$ cat config.mk
export PLATFORM = sky130hd
export DESIGN_NAME = fir_serial_mac_flat
export DESIGN_NICKNAME = d
export VERILOG_FILES = /design/src/rtl/fir_serial_mac_if.sv /design/src/rtl/fir_serial_mac.sv /design/src/flat_wrapper.sv
export SDC_FILE = /design/constraint.sdc
export NUM_CORES = 1
export LEC_CHECK = 0
export CAP_MARGIN = 20
export CORE_MARGIN = 4
export CORE_UTILIZATION = 40
export CTS_BUF_LIST = sky130_fd_sc_hd__clkbuf_2 sky130_fd_sc_hd__clkbuf_4 sky130_fd_sc_hd__clkbuf_8
export DETAILED_ROUTE_END_ITERATION = 10
export GPL_TIMING_DRIVEN = 0
export PLACE_DENSITY_LB_ADDON = 0.12
export SLEW_MARGIN = 25
export SYNTH_ARGS = -nofsm -noshare
export SYNTH_HDL_FRONTEND = slang
export SYNTH_SLANG_ARGS = --single-unit
$ cat constraint.sdc
create_clock -name clk -period 17.02 [get_ports clk]
set_input_delay 4.255 -clock clk [delete_from_list [all_inputs] [get_ports clk]]
set_output_delay 4.255 -clock clk [all_outputs]
set_load 0.005 [all_outputs]
$ cat src/rtl/fir_serial_mac_if.sv
// Sample/coefficient/result bundle of the serial-MAC FIR engine.
// The master side feeds samples and coefficients; the slave side is the engine.
interface fir_serial_mac_if #(
    parameter int unsigned AW = 5,
    parameter int unsigned DW = 12,
    parameter int unsigned CW = 12,
    parameter int unsigned OW = 29
);
    logic                 din_valid;
    logic signed [DW-1:0] din;
    logic                 din_ready;
    logic [AW-1:0]        co_choose;
    logic signed [CW-1:0] co_in;
    logic signed [OW-1:0] dout;
    logic                 dout_valid;

    modport master (
        output din_valid, din, co_in,
        input  din_ready, co_choose, dout, dout_valid
    );

    modport slave (
        input  din_valid, din, co_in,
        output din_ready, co_choose, dout, dout_valid
    );
endinterface

$ cat src/rtl/fir_serial_mac.sv
// Serial multiply-accumulate FIR: one multiply per cycle over a TAPS-deep sample ring.
// Optional saturating accumulation is enabled by defining FIR_SAT_EN.
module fir_serial_mac #(
    parameter int unsigned TAPS = 32,
    parameter int unsigned AW   = 5,
    parameter int unsigned DW   = 12,
    parameter int unsigned CW   = 12,
    parameter int unsigned OW   = 29
) (
    input  logic            clk,
    input  logic            rst_n,
    fir_serial_mac_if.slave bus
);
    localparam int unsigned PW = DW + CW;

    typedef enum logic [1:0] {IDLE, RUN, FLUSH} state_t;

    state_t               state;
    logic signed [DW-1:0] buffer [TAPS];
    logic [AW-1:0]        wptr;
    logic [AW-1:0]        base;
    logic [AW-1:0]        k;
    logic [AW-1:0]        rd_idx;
    logic signed [DW-1:0] samp_d;
    logic                 acc_en;
    logic                 acc_first;
    logic signed [OW-1:0] acc;
    logic signed [OW-1:0] acc_next;
    logic signed [OW-1:0] dout;
    logic                 dout_valid;
    logic signed [PW-1:0] prod_full;

    // Newest sample sits at base; tap k reads k entries back, wrapping in the ring.
    assign rd_idx         = base - k;
    assign bus.din_ready  = (state == IDLE);
    assign bus.co_choose  = k;
    assign bus.dout       = dout;
    assign bus.dout_valid = dout_valid;

    assign prod_full = PW'(samp_d) * PW'(bus.co_in);

`ifdef FIR_SAT_EN
    localparam int unsigned EW = ((PW > OW) ? PW : OW) + 1;
    localparam logic signed [EW-1:0] MAXV = {{(EW-OW+1){1'b0}}, {(OW-1){1'b1}}};
    localparam logic signed [EW-1:0] MINV = {{(EW-OW+1){1'b1}}, {(OW-1){1'b0}}};

    logic signed [OW-1:0] prod_s;
    logic signed [EW-1:0] sum_w;

    function automatic logic signed [OW-1:0] sat_ow(input logic signed [EW-1:0] v);
        if (v > MAXV) begin
            return MAXV[OW-1:0];
        end else if (v < MINV) begin
            return MINV[OW-1:0];
        end
        return v[OW-1:0];
    endfunction

    // Clamp the product first, then the running sum, in a width that cannot overflow.
    always_comb begin
        prod_s = sat_ow(EW'(prod_full));
        sum_w  = EW'(prod_s);
        if (!acc_first) begin
            sum_w = sum_w + EW'(acc);
        end
        acc_next = sat_ow(sum_w);
    end
`else
    always_comb begin
        acc_next = OW'(prod_full);
        if (!acc_first) begin
            acc_next = acc + OW'(prod_full);
        end
    end
`endif

    // Issue stage steps k and fetches the sample; accumulate stage trails it by one cycle.
    always_ff @(posedge clk or negedge rst_n) begin
        if (!rst_n) begin
            state      <= IDLE;
            wptr       <= '0;
            base       <= '0;
            k          <= '0;
            samp_d     <= '0;
            acc_en     <= 1'b0;
            acc_first  <= 1'b0;
            acc        <= '0;
            dout       <= '0;
            dout_valid <= 1'b0;
            for (int i = 0; i < int'(TAPS); i++) begin
                buffer[i] <= '0;
            end
        end else begin
            dout_valid <= 1'b0;
            acc_en     <= 1'b0;
            acc_first  <= 1'b0;
            if (acc_en) begin
                acc <= acc_next;
            end
            case (state)
                IDLE: begin
                    k <= '0;
                    if (bus.din_valid && bus.din_ready) begin
                        buffer[wptr] <= bus.din;
                        base         <= wptr;
                        wptr         <= wptr + AW'(1);
                        state        <= RUN;
                    end
                end
                RUN: begin
                    samp_d    <= buffer[rd_idx];
                    acc_en    <= 1'b1;
                    acc_first <= (k == '0);
                    k         <= k + AW'(1);
                    if (k == AW'(TAPS - 1)) begin
                        state <= FLUSH;
                    end
                end
                FLUSH: begin
                    dout       <= acc_next;
                    dout_valid <= 1'b1;
                    k          <= '0;
                    state      <= IDLE;
                end
                default: begin
                    state <= IDLE;
                end
            endcase
        end
    end
endmodule

$ cat src/flat_wrapper.sv
// flat-port wrapper written by rule: the top's interface ports become plain ports
module fir_serial_mac_flat 
#(
    parameter int unsigned TAPS = 32,
    parameter int unsigned AW   = 5,
    parameter int unsigned DW   = 12,
    parameter int unsigned CW   = 12,
    parameter int unsigned OW   = 29
)
  (clk, rst_n, bus_din_valid, bus_din, bus_co_in, bus_din_ready, bus_co_choose, bus_dout, bus_dout_valid);
  fir_serial_mac_if #(.AW(AW), .DW(DW), .CW(CW), .OW(OW)) bus_i ();
  input  logic clk;
  input  logic rst_n;
  input wire logic [$bits(bus_i.din_valid)-1:0] bus_din_valid;
  input wire logic [$bits(bus_i.din)-1:0] bus_din;
  input wire logic [$bits(bus_i.co_in)-1:0] bus_co_in;
  output wire logic [$bits(bus_i.din_ready)-1:0] bus_din_ready;
  output wire logic [$bits(bus_i.co_choose)-1:0] bus_co_choose;
  output wire logic [$bits(bus_i.dout)-1:0] bus_dout;
  output wire logic [$bits(bus_i.dout_valid)-1:0] bus_dout_valid;
  assign bus_i.din_valid = bus_din_valid;
  assign bus_i.din = bus_din;
  assign bus_i.co_in = bus_co_in;
  assign bus_din_ready = bus_i.din_ready;
  assign bus_co_choose = bus_i.co_choose;
  assign bus_dout = bus_i.dout;
  assign bus_dout_valid = bus_i.dout_valid;
  fir_serial_mac #(.TAPS(TAPS), .AW(AW), .DW(DW), .CW(CW), .OW(OW)) u_core (.clk(clk), .rst_n(rst_n), .bus(bus_i));
endmodule
Yosys cells after proc, flatten, opt, wreduce, memory -nomap -nowiden
Index checks and enable logic that the tools add are counted.
{"block": "op_classes", "addsub": 4, "multipliers": 1, "magnitude_cmp": 3, "eq_ne": 5, "muxes": 14, "bitwise_logic": 2, "reduce_logical": 8}
{"cell": "384-bit bitwise mux", "count": 1}
{"cell": "12-bit binary-select mux with 5-bit select", "count": 1}
{"cell": "12-bit demux with 5-bit select", "count": 1}
{"cell": "12-bit 2-to-1 mux", "count": 3}
{"cell": "29-bit by 24-bit adder with 29-bit output", "count": 1}
{"cell": "29-bit 2-to-1 mux", "count": 1}
{"cell": "12-bit by 12-bit multiplier with 24-bit output", "count": 1}
{"cell": "6-bit >= comparator, second input constant", "count": 2}
{"cell": "5-bit inverter with 6-bit output", "count": 2}
{"cell": "5-bit by 1-bit adder with 5-bit output, second input constant", "count": 2}
{"cell": "5-bit one-hot mux with 2 select lines", "count": 1}
{"cell": "6-bit by 1-bit less-than comparator with 1-bit output, second input constant", "count": 1}
{"cell": "5-bit == test, second input constant", "count": 1}
{"cell": "5-bit zero test", "count": 1}
{"cell": "5-bit subtractor", "count": 1}
{"cell": "2-bit 2-to-1 mux", "count": 2}
{"cell": "2-bit one-hot mux with 2 select lines", "count": 1}
{"cell": "2-bit AND reduction", "count": 2}
{"cell": "1-bit 2-to-1 mux", "count": 3}
{"cell": "2-bit by 1-bit == test with 1-bit output, second input constant", "count": 1}
{"cell": "2-bit == test, second input constant", "count": 1}
{"cell": "1-bit logical AND", "count": 2}
{"cell": "2-bit zero test", "count": 1}
{"cell": "2-bit by 1-bit inequality test with 1-bit output, second input constant", "count": 1}
{"cell": "other kinds (3)", "count": 3}
{"block": "word_totals", "register_bits": 474, "wordCells": 79}

Logic depth before layout (Yosys ltp)
Gate-level depths: netlist of the first run.
{"block": "logic_depth", "depth_word": 6, "ltp_mapped": 31, "ltp_nobuf": 30}

Worst setup path before layout of the first run
Ideal clock, no wire load.
{"block": "synth_timing", "path_kind": "input to register", "start": "input port bus_co_in[0]", "end": "register u_core.dout[28], in the netlist u_core.bus.dout[28]", "setup_time_ps": 92, "arrival_time_ps": 10710, "required_ps": 16928, "path_slack_ps": 6218, "stages": 28, "path_cell_list": "clkbuf_1 > nand2_1 > fa_1 > inv_1 > ha_1 > fa_1 > inv_1 > fa_1 > fa_1 > inv_1 > ha_1 > a21oi_2 > o21bai_1 > a2111o_1 > a31oi_1 > nor2_1 > o41ai_2 > xnor2_1 > ha_1 > o21ai_0 > o21a_1 > o21bai_2 > a311oi_4 > o31ai_4 > o2111ai_4 > xor2_1 > and3_1 > o31ai_2"}
{"block": "synth_between", "elab_chain_cells": 3}
{"element": "from (decl)", "line": "flat_wrapper.sv:16", "rtl": "input wire logic [$bits(bus_i.co_in)-1:0] bus_co_in;"}
{"element": "12-bit by 12-bit multiplier with 24-bit output *", "line": "fir_serial_mac.sv:40", "rtl": "assign prod_full = PW'(samp_d) * PW'(bus.co_in);"}
{"element": "29-bit by 24-bit adder with 29-bit output", "line": "fir_serial_mac.sv:72", "rtl": "acc_next = acc + OW'(prod_full);"}
{"element": "29-bit 2-to-1 mux *", "line": "fir_serial_mac.sv:71", "rtl": "if (!acc_first) begin"}
{"element": "to (signal assigned)", "line": "fir_serial_mac.sv:120", "rtl": "dout <= acc_next;"}
{"element": "to (decl)", "line": "fir_serial_mac.sv:29", "rtl": "logic signed [OW-1:0] dout;"}
Every way passes the cells marked *; elsewhere a longest branch is shown, timed or not.
A chain may end at the register's enable or synchronous reset.

Worst setup path in the final report of the first run
{"block": "layout_timing", "start": "input port bus_co_in[1]", "end": "register u_core.acc[27]"}
{"block": "layout_between", "elab_chain_cells": 3}
{"element": "12-bit by 12-bit multiplier with 24-bit output *", "line": "fir_serial_mac.sv:40"}
{"element": "29-bit by 24-bit adder with 29-bit output", "line": "fir_serial_mac.sv:72"}
{"element": "29-bit 2-to-1 mux *", "line": "fir_serial_mac.sv:71"}
{"element": "to (signal assigned)", "line": "fir_serial_mac.sv:98", "rtl": "acc <= acc_next;"}
{"element": "to (decl)", "line": "fir_serial_mac.sv:27", "rtl": "logic signed [OW-1:0] acc;"}
Marked as above.

==> flow_summary_export.csv, run 1 <==
group,metric,value,unit
die,die_area,75020,sq um
outcome,status,"completed",
sta,rsz0062_at_grt,"no",
critical_path,critical_path_depth,30,
grt,grt_max_degree,93,
clocking,cts_setup_buffers,0,
clocking,clock_latency,690,ps
critical_path,crit_path_start_kind,"input pin",
critical_path,endpoint,"u_core.acc[27]",
logic_synthesis,yosysWarnings,0,
grt,antenna_found_initial,3,
placed_design,portBuffers,62,
sta,worst_pin_slew,1151,ps
placed_design,dpl.hpwl,57.04,mm
job,maxCapViolCount,0,
grt,busiest_layer,"met2",
sta,max_freq,0.08326,GHz
grt,grt_pass1_vias,19400,
critical_path,reg2reg_depth,29,
die,fp.dieH,273.9,um
logic_synthesis,syn_avg_cell_area,12.61,sq um
cells_and_area,drive_gt1_share,30.08,%
clocking,clockBufferDepth,3,
routing,drc,0,
sta,whs,477.7,ps
logic_synthesis,syn-num-nets,2503,
die,num_io_pins,63,
logic_synthesis,yosysSeqAreaShare,41.94,%
clocking,clock_sinks,474,
routing,drt-vias-per-instance,5.326,
sta,maxSlewHeadroom,23.26,%
critical_path,cp.arrival,12590,ps
routing,drt_wl_total,76.52,mm
cells_and_area,seq_area,11860,sq um
critical_path,cp_num_buf_inv,7,
routing,dr.first_iter.drc_count,905,
critical_path,r2r_setup_slack,8810,ps
placed_design,gp_congestion,0.8604,
cells_and_area,layout_commonest_cell,"dfrtp_1",
logic_synthesis,synth-seq-cells,474,
sta,clock_skew,55.98,ps
grt,grt-ovfl-total,0,
critical_path,r2r-start,"u_core.samp_d[11]",
cells_and_area,multi_input_area,15120,sq um
clocking,numCtsBuffers,86,
logic_synthesis,syn_area,28280,sq um
grt,grt_pass1_wl,118.7,mm
critical_path,crit_path_max_incr_delay,600,ps
critical_path,required,17600,ps
cells_and_area,fillers,6483,
grt,track_usage,20.87,%
die,start_util,40.39,%
critical_path,startpoint,"bus_co_in[1]",
die,die_w,273.9,um
clocking,clk_pin_slew,60,ps
routing,avgRoutedWirePerCell,22.48,um
cells_and_area,nNetsFinal,2659,
sta,layout_worst_path_cycle_share,70.57,%
logic_synthesis,postSynthCellCount,2243,
cells_and_area,areaGrowthSynthToFinish,13.37,%
logic_synthesis,synth-edff-count,0,
grt,grt_use_met1,26.82,%
clocking,root_buffer,"clkbuf_8",
die,core,70030,sq um
grt,grt_use_met3,2.940,%
sta,hold_viol_final,0,
logic_synthesis,synth.distinct_cells,80,
grt,use_met2,37.01,%
worst_hold_path,hp-class,"register to register",
critical_path,crit_top_cell,"inv_1",
logic_synthesis,synthFlopType,"dfrtp_1",
critical_path,r2r-end,"u_core.acc[27]",
sta,finalSetupViolCount,0,
critical_path,endpoint_kind,"register",
sta,timing.setup.tns,0,ps
clocking,cts-hold-fix-buffers,0,
critical_path,worstSetupPathType,"input pin to register",
critical_path,cp_max_fo,10,
critical_path,slowest_stage,"clkdlybuf4s50_1",
sta,min_period,12010,ps
clocking,cts-resized-gates,0,
die,std_cell_rows,97,
clocking,cts_tree,"built",
routing,dr.pass1.iters,5,
routing,ant_nets,0,
routing,route.vias.total,18130,
cells_and_area,final_cell_mix,"dfrtp_1, mux2_2, inv_1",
critical_path,critPathTopFamily,"adder cells",
clocking,h-tree-depth,3,
logic_synthesis,synthArstFlopShare,100.0,%
sta,report.final.slew_viol_count,0,
## cells by family (layout without fill, tap and decap cells)
group	Yosys count	count (layout)	synth area share, %
compound gates	221	221	5.402
fa+ha+maj	233	233	14.02
flops	474	474	41.94
simple gates	400	400	6.508
buf+inv	334	551	4.650
other cells	0	4	0
xor+xnor	49	49	1.593
mux	532	532	25.88
## synthesized netlist by cell type (6+ instances only)
| library cell | count | area [sq um] |
|---|---|---|
| a31oi_1 | 8 | 50.05 |
| or3_1 | 6 | 37.54 |
| o21ai_0 | 63 | 315.3 |
| nand2_1 | 185 | 694.4 |
| buf_1 | 8 | 30.03 |
| nand3_1 | 21 | 105.1 |
| a211oi_1 | 6 | 45.04 |
| o21bai_1 | 7 | 52.55 |
| clkbuf_1 | 106 | 397.9 |
| xor2_1 | 12 | 105.1 |
| o21ai_1 | 6 | 30.03 |
| a21oi_1 | 57 | 285.3 |
| mux2_2 | 391 | 4403 |
| nor3_1 | 14 | 70.07 |
| nand2b_1 | 9 | 56.30 |
| mux4_2 | 120 | 2703 |
| inv_1 | 188 | 705.7 |
| nor2b_1 | 12 | 75.07 |
| a21oi_2 | 6 | 52.55 |
| nor2_1 | 77 | 289.0 |
| fa_1 | 140 | 2803 |
| and2_1 | 47 | 294.0 |
| o21a_1 | 11 | 82.58 |
| xnor2_1 | 35 | 306.5 |
| buf_2 | 25 | 125.1 |
| mux2i_1 | 20 | 200.2 |
| and3_1 | 10 | 62.56 |
| ha_1 | 93 | 1164 |
| a21o_1 | 15 | 112.6 |
| dfrtp_1 | 474 | 11860 |
## registers in the layout, summed over array words and instances, names as in the netlist, 2 cells and up
name and cells:
u_core.bus.dout 29, u_core.state 2, u_core.bus.co_choose 5, u_core.acc 29, u_core.samp_d 12, u_core.base 5
u_core.buffer 384, u_core.wptr 5
## final cells by class
type	count	share of cell area, %
sequential	474	36.99
inverter	189	2.213
clock inverter	13	0.4214
clock buffer	136	5.135
buffer	145	1.912
multi-input combinational	1435	47.16
antenna	4	0.03122
timing repair buffer	68	2.466
tap	940	3.668
## worst min-delay path by stage
stage	end	depth (start not counted)	startpoint	slack, ps
floorplan	u_core.acc[2]	2	u_core.acc[2]	460
global placement	u_core.bus.dout[20]	2	u_core.bus.dout[20]	470
detailed placement	u_core.bus.dout[19]	2	u_core.bus.dout[19]	470
CTS	u_core.bus.dout[20]	2	u_core.bus.dout[20]	490
global route	u_core.bus.dout[19]	2	u_core.bus.dout[19]	500
finish	u_core.bus.dout[18]	2	u_core.bus.dout[18]	480
## worst reg2reg max path: cells and delay by family (launching register included)
family	cells	cell delay, ps
adder cells (fa/ha/maj)	7	3310
XOR/XNOR	1	310
flip-flops	1	450
buffers and inverters	6	880
multiplexers	1	200
AND/OR/NAND/NOR	5	890
AO/OA/AOI/OAI	9	2070
## stage by stage
| step | area (sq um) | cells | util, % | setup slack [ps] |
|---|---|---|---|---|
| floorplan | 28280 | 2243 | - | 6218 |
| global placement | 30080 | 3245 | 42.95 | -9255 |
| detailed placement | 30270 | 3251 | 43.22 | 4353 |
| CTS | 32050 | 3400 | 45.77 | 5036 |
| global route | 32060 | 3404 | 45.79 | 4679 |
| finish | 32060 | 3404 | 45.79 | 5009 |
## layer usage
metal | vias up | share of wire, %
li1 | 8079 | -
met1 | 9632 | 43
met2 | 323 | 52
met3 | 97 | 3.4
met4 | 0 | 2.5
met5 | - | 0
Power of run 1 is left out: the tool's default activity adds up to more than one toggle a clock period on the data nets, which glitch-free logic cannot reach.
==> inputs of run 2 (changes only) <==
- clock period: 17.02 -> 11.65 ns (I/O delays scaled with it)
==> results of run 2 <==
The final DEF is identical to that of run 1. Status: completed.
Main changes from that run: setup slack after placement 4353 ps -> 325.6 ps; setup slack after layout 5009 ps -> 981.9 ps; register-to-register setup slack 8810 ps -> 3440 ps
Power of run 2 is left out for the same reason.
==> inputs of run 3 (changes only) <==
- CORE_UTILIZATION: 40 -> 37
- PLACE_DENSITY: unset -> 0.61
- PLACE_DENSITY_LB_ADDON: 0.12 -> unset
- SLEW_MARGIN: 25 -> unset
==> run 3 against run 2 <==
Against the previous run:
- final cell count increased by 0.97%
- first-iteration DRC count increased by 38%
- non-clock buffer count increased by 3
- wire length decreased by 3.7%
- sequential share of layout area about the same
- maximum frequency increased by 1.8%
- clock skew decreased by 14 ps
- count of clock-buffer cells in the layout decreased by 16
- final area about the same
- core utilization decreased by 3.5 points
- critical path type unchanged
- register-to-register slack improved by 220 ps
- die area increased by 7.9%
- highest routed layer is now met5
==> flow_summary_export.csv, run 3 (synthesized netlist as in run 1, its figures left out) <==
group,metric,value,unit
outcome,status,"completed",
worst_hold_path,hp-class,"register to register",
clocking,cts-hold-fix-buffers,0,
placed_design,place_inst,3290,
routing,wl_met3,3.095,mm
critical_path,endpoint_kind,"register",
routing,dr.pass1.iters,5,
clocking,clk_pin_slew,60,ps
clocking,h-tree-depth,3,
routing,dr.first_iter.drc_count,1245,
placed_design,portBuffers,62,
critical_path,crit_path_max_incr_delay,610,ps
sta,clock_skew,42.20,ps
critical_path,required,12210,ps
cells_and_area,drive_gt1_share,29.74,%
die,std_cell_rows,101,
critical_path,reg2reg_depth,29,
clocking,cts_tree,"built",
grt,grt_pass1_vias,19680,
critical_path,startpoint,"bus_co_in[1]",
job,maxCapViolCount,0,
critical_path,r2r-start,"u_core.samp_d[11]",
routing,routed.top_layer,"met5",
cells_and_area,largest-register,"u_core.buffer",
die,num_io_pins,63,
routing,avgRoutedWirePerCell,21.44,um
critical_path,endpoint,"u_core.bus.dout[28]",
routing,met2_wirelength,36.17,mm
cells_and_area,layout_commonest_cell,"dfrtp_1",
grt,track_usage,18.45,%
die,start_util,37.30,%
die,core,75820,sq um
cells_and_area,nNetsFinal,2655,
routing,drt-vias-per-instance,5.340,
sta,maxSlewHeadroom,30.27,%
routing,met1_length,32.26,mm
sta,worst_pin_slew,1046,ps
routing,route.vias.total,18350,
grt,grt_pass1_wl,116.4,mm
die,die_area,80930,sq um
critical_path,cp_max_fo,10,
sta,finalSetupViolCount,0,
die,fp.dieH,284.5,um
routing,drc,0,
clocking,cts_setup_buffers,0,
critical_path,slowest_stage,"clkdlybuf4s50_1",
clocking,root_buffer,"clkbuf_8",
critical_path,r2r_setup_slack,3660,ps
clocking,cts-resized-gates,0,
routing,drt_wl_total,73.68,mm
critical_path,r2r-end,"u_core.bus.dout[28]",
die,die_w,284.5,um
cells_and_area,areaGrowthSynthToFinish,13.44,%
sta,report.final.slew_viol_count,0,
critical_path,worstSetupPathType,"input pin to register",
cells_and_area,fin_cells,3437,
cells_and_area,largest_reg_flops,384,
grt,antenna_found_initial,3,
cells_and_area,final_cell_mix,"dfrtp_1, mux2_2, inv_1",
sta,hold_viol_final,0,
sta,layout_worst_path_cycle_share,89.92,%
placed_design,dpl.hpwl,55.11,mm
critical_path,crit_path_start_kind,"input pin",
clocking,clock_sinks,474,
cells_and_area,reg_top3,"u_core.buffer (384), u_core.acc (29), u_core.bus.dout (29)",
sta,rsz0062_at_grt,"no",
clocking,numCtsBuffers,79,
critical_path,cp.arrival,11040,ps
critical_path,crit_top_cell,"inv_1",
sta,min_period,10480,ps
worst_hold_path,hold_depth,2,
placed_design,gp_congestion,0.8589,
clocking,clockBufferDepth,3,
grt,grt_max_degree,126,
grt,grt-ovfl-total,0,
clocking,clock_latency,690,ps
sta,max_freq,0.09546,GHz
routing,ant_nets,0,
==> run 3: cell count changes in the layout (fill, tap and decap cells not counted), moves of 3 or more <==
cell,delta
diode_2,-3
clkbuf_4,-18
buf_8,+3
clkinvlp_4,+5
clkinv_2,+5
clkbuf_2,-5
clkbuf_1,+5
==> run 3: layer usage <==
metal  global-route usage, %  vias up
met1                   24.86     9705
met4                   5.706        2
met2                   30.90      439
li1                        -     8074
met3                   2.863      133
met5                       0        -
==> run 3: final cells by class <==
type	instances	area, sq um
clock inverters	24	240.2
flip-flops and latches	474	11860
well taps	978	1224
clock buffers	120	1539
fillers	6990	43740
diodes	1	2.502
multi-input cells	1435	15110
inverters	189	709.4
plain buffers	145	606.8
repair buffers	71	795.8
==> run 3: per-stage QoR <==
stage / area [sq um] / hold slack [ps] / setup TNS [ps] / setup slack (ps) / utilization [%]
final: 32080 / 473.5 / 0 / 1174 / 42.32
after floorplan: 28280 / 457.0 / 0 / 2191 / -
after detailed placement: 30280 / 466.7 / 0 / 479.7 / 39.94
after global placement: 30130 / 463.6 / -5926160 / -12550 / 39.73
after CTS: 32060 / 480.3 / 0 / 1186 / 42.28
after global routing: 32080 / 504.2 / 0 / 605.0 / 42.32
==> run 3: worst min-delay path by stage <==
stage                        startpoint                  end  slack (ps)
floorplan                 u_core.acc[2]        u_core.acc[2]         460
global placement     u_core.bus.dout[2]   u_core.bus.dout[2]         460
detailed placement  u_core.bus.dout[11]  u_core.bus.dout[11]         470
CTS                 u_core.bus.dout[11]  u_core.bus.dout[11]         480
global route         u_core.bus.dout[4]   u_core.bus.dout[4]         500
finish              u_core.bus.dout[11]  u_core.bus.dout[11]         470
==> run 3: critical path, delay by kind of cell <==
| family | cells | cell delay [ps] |
|---|---|---|
| compound gates | 11 | 2370 |
| xor+xnor | 2 | 390 |
| fa+ha+maj | 7 | 3200 |
| buf+inv | 7 | 1520 |
| simple gates | 3 | 630 |
Power of run 3 is left out for the same reason.
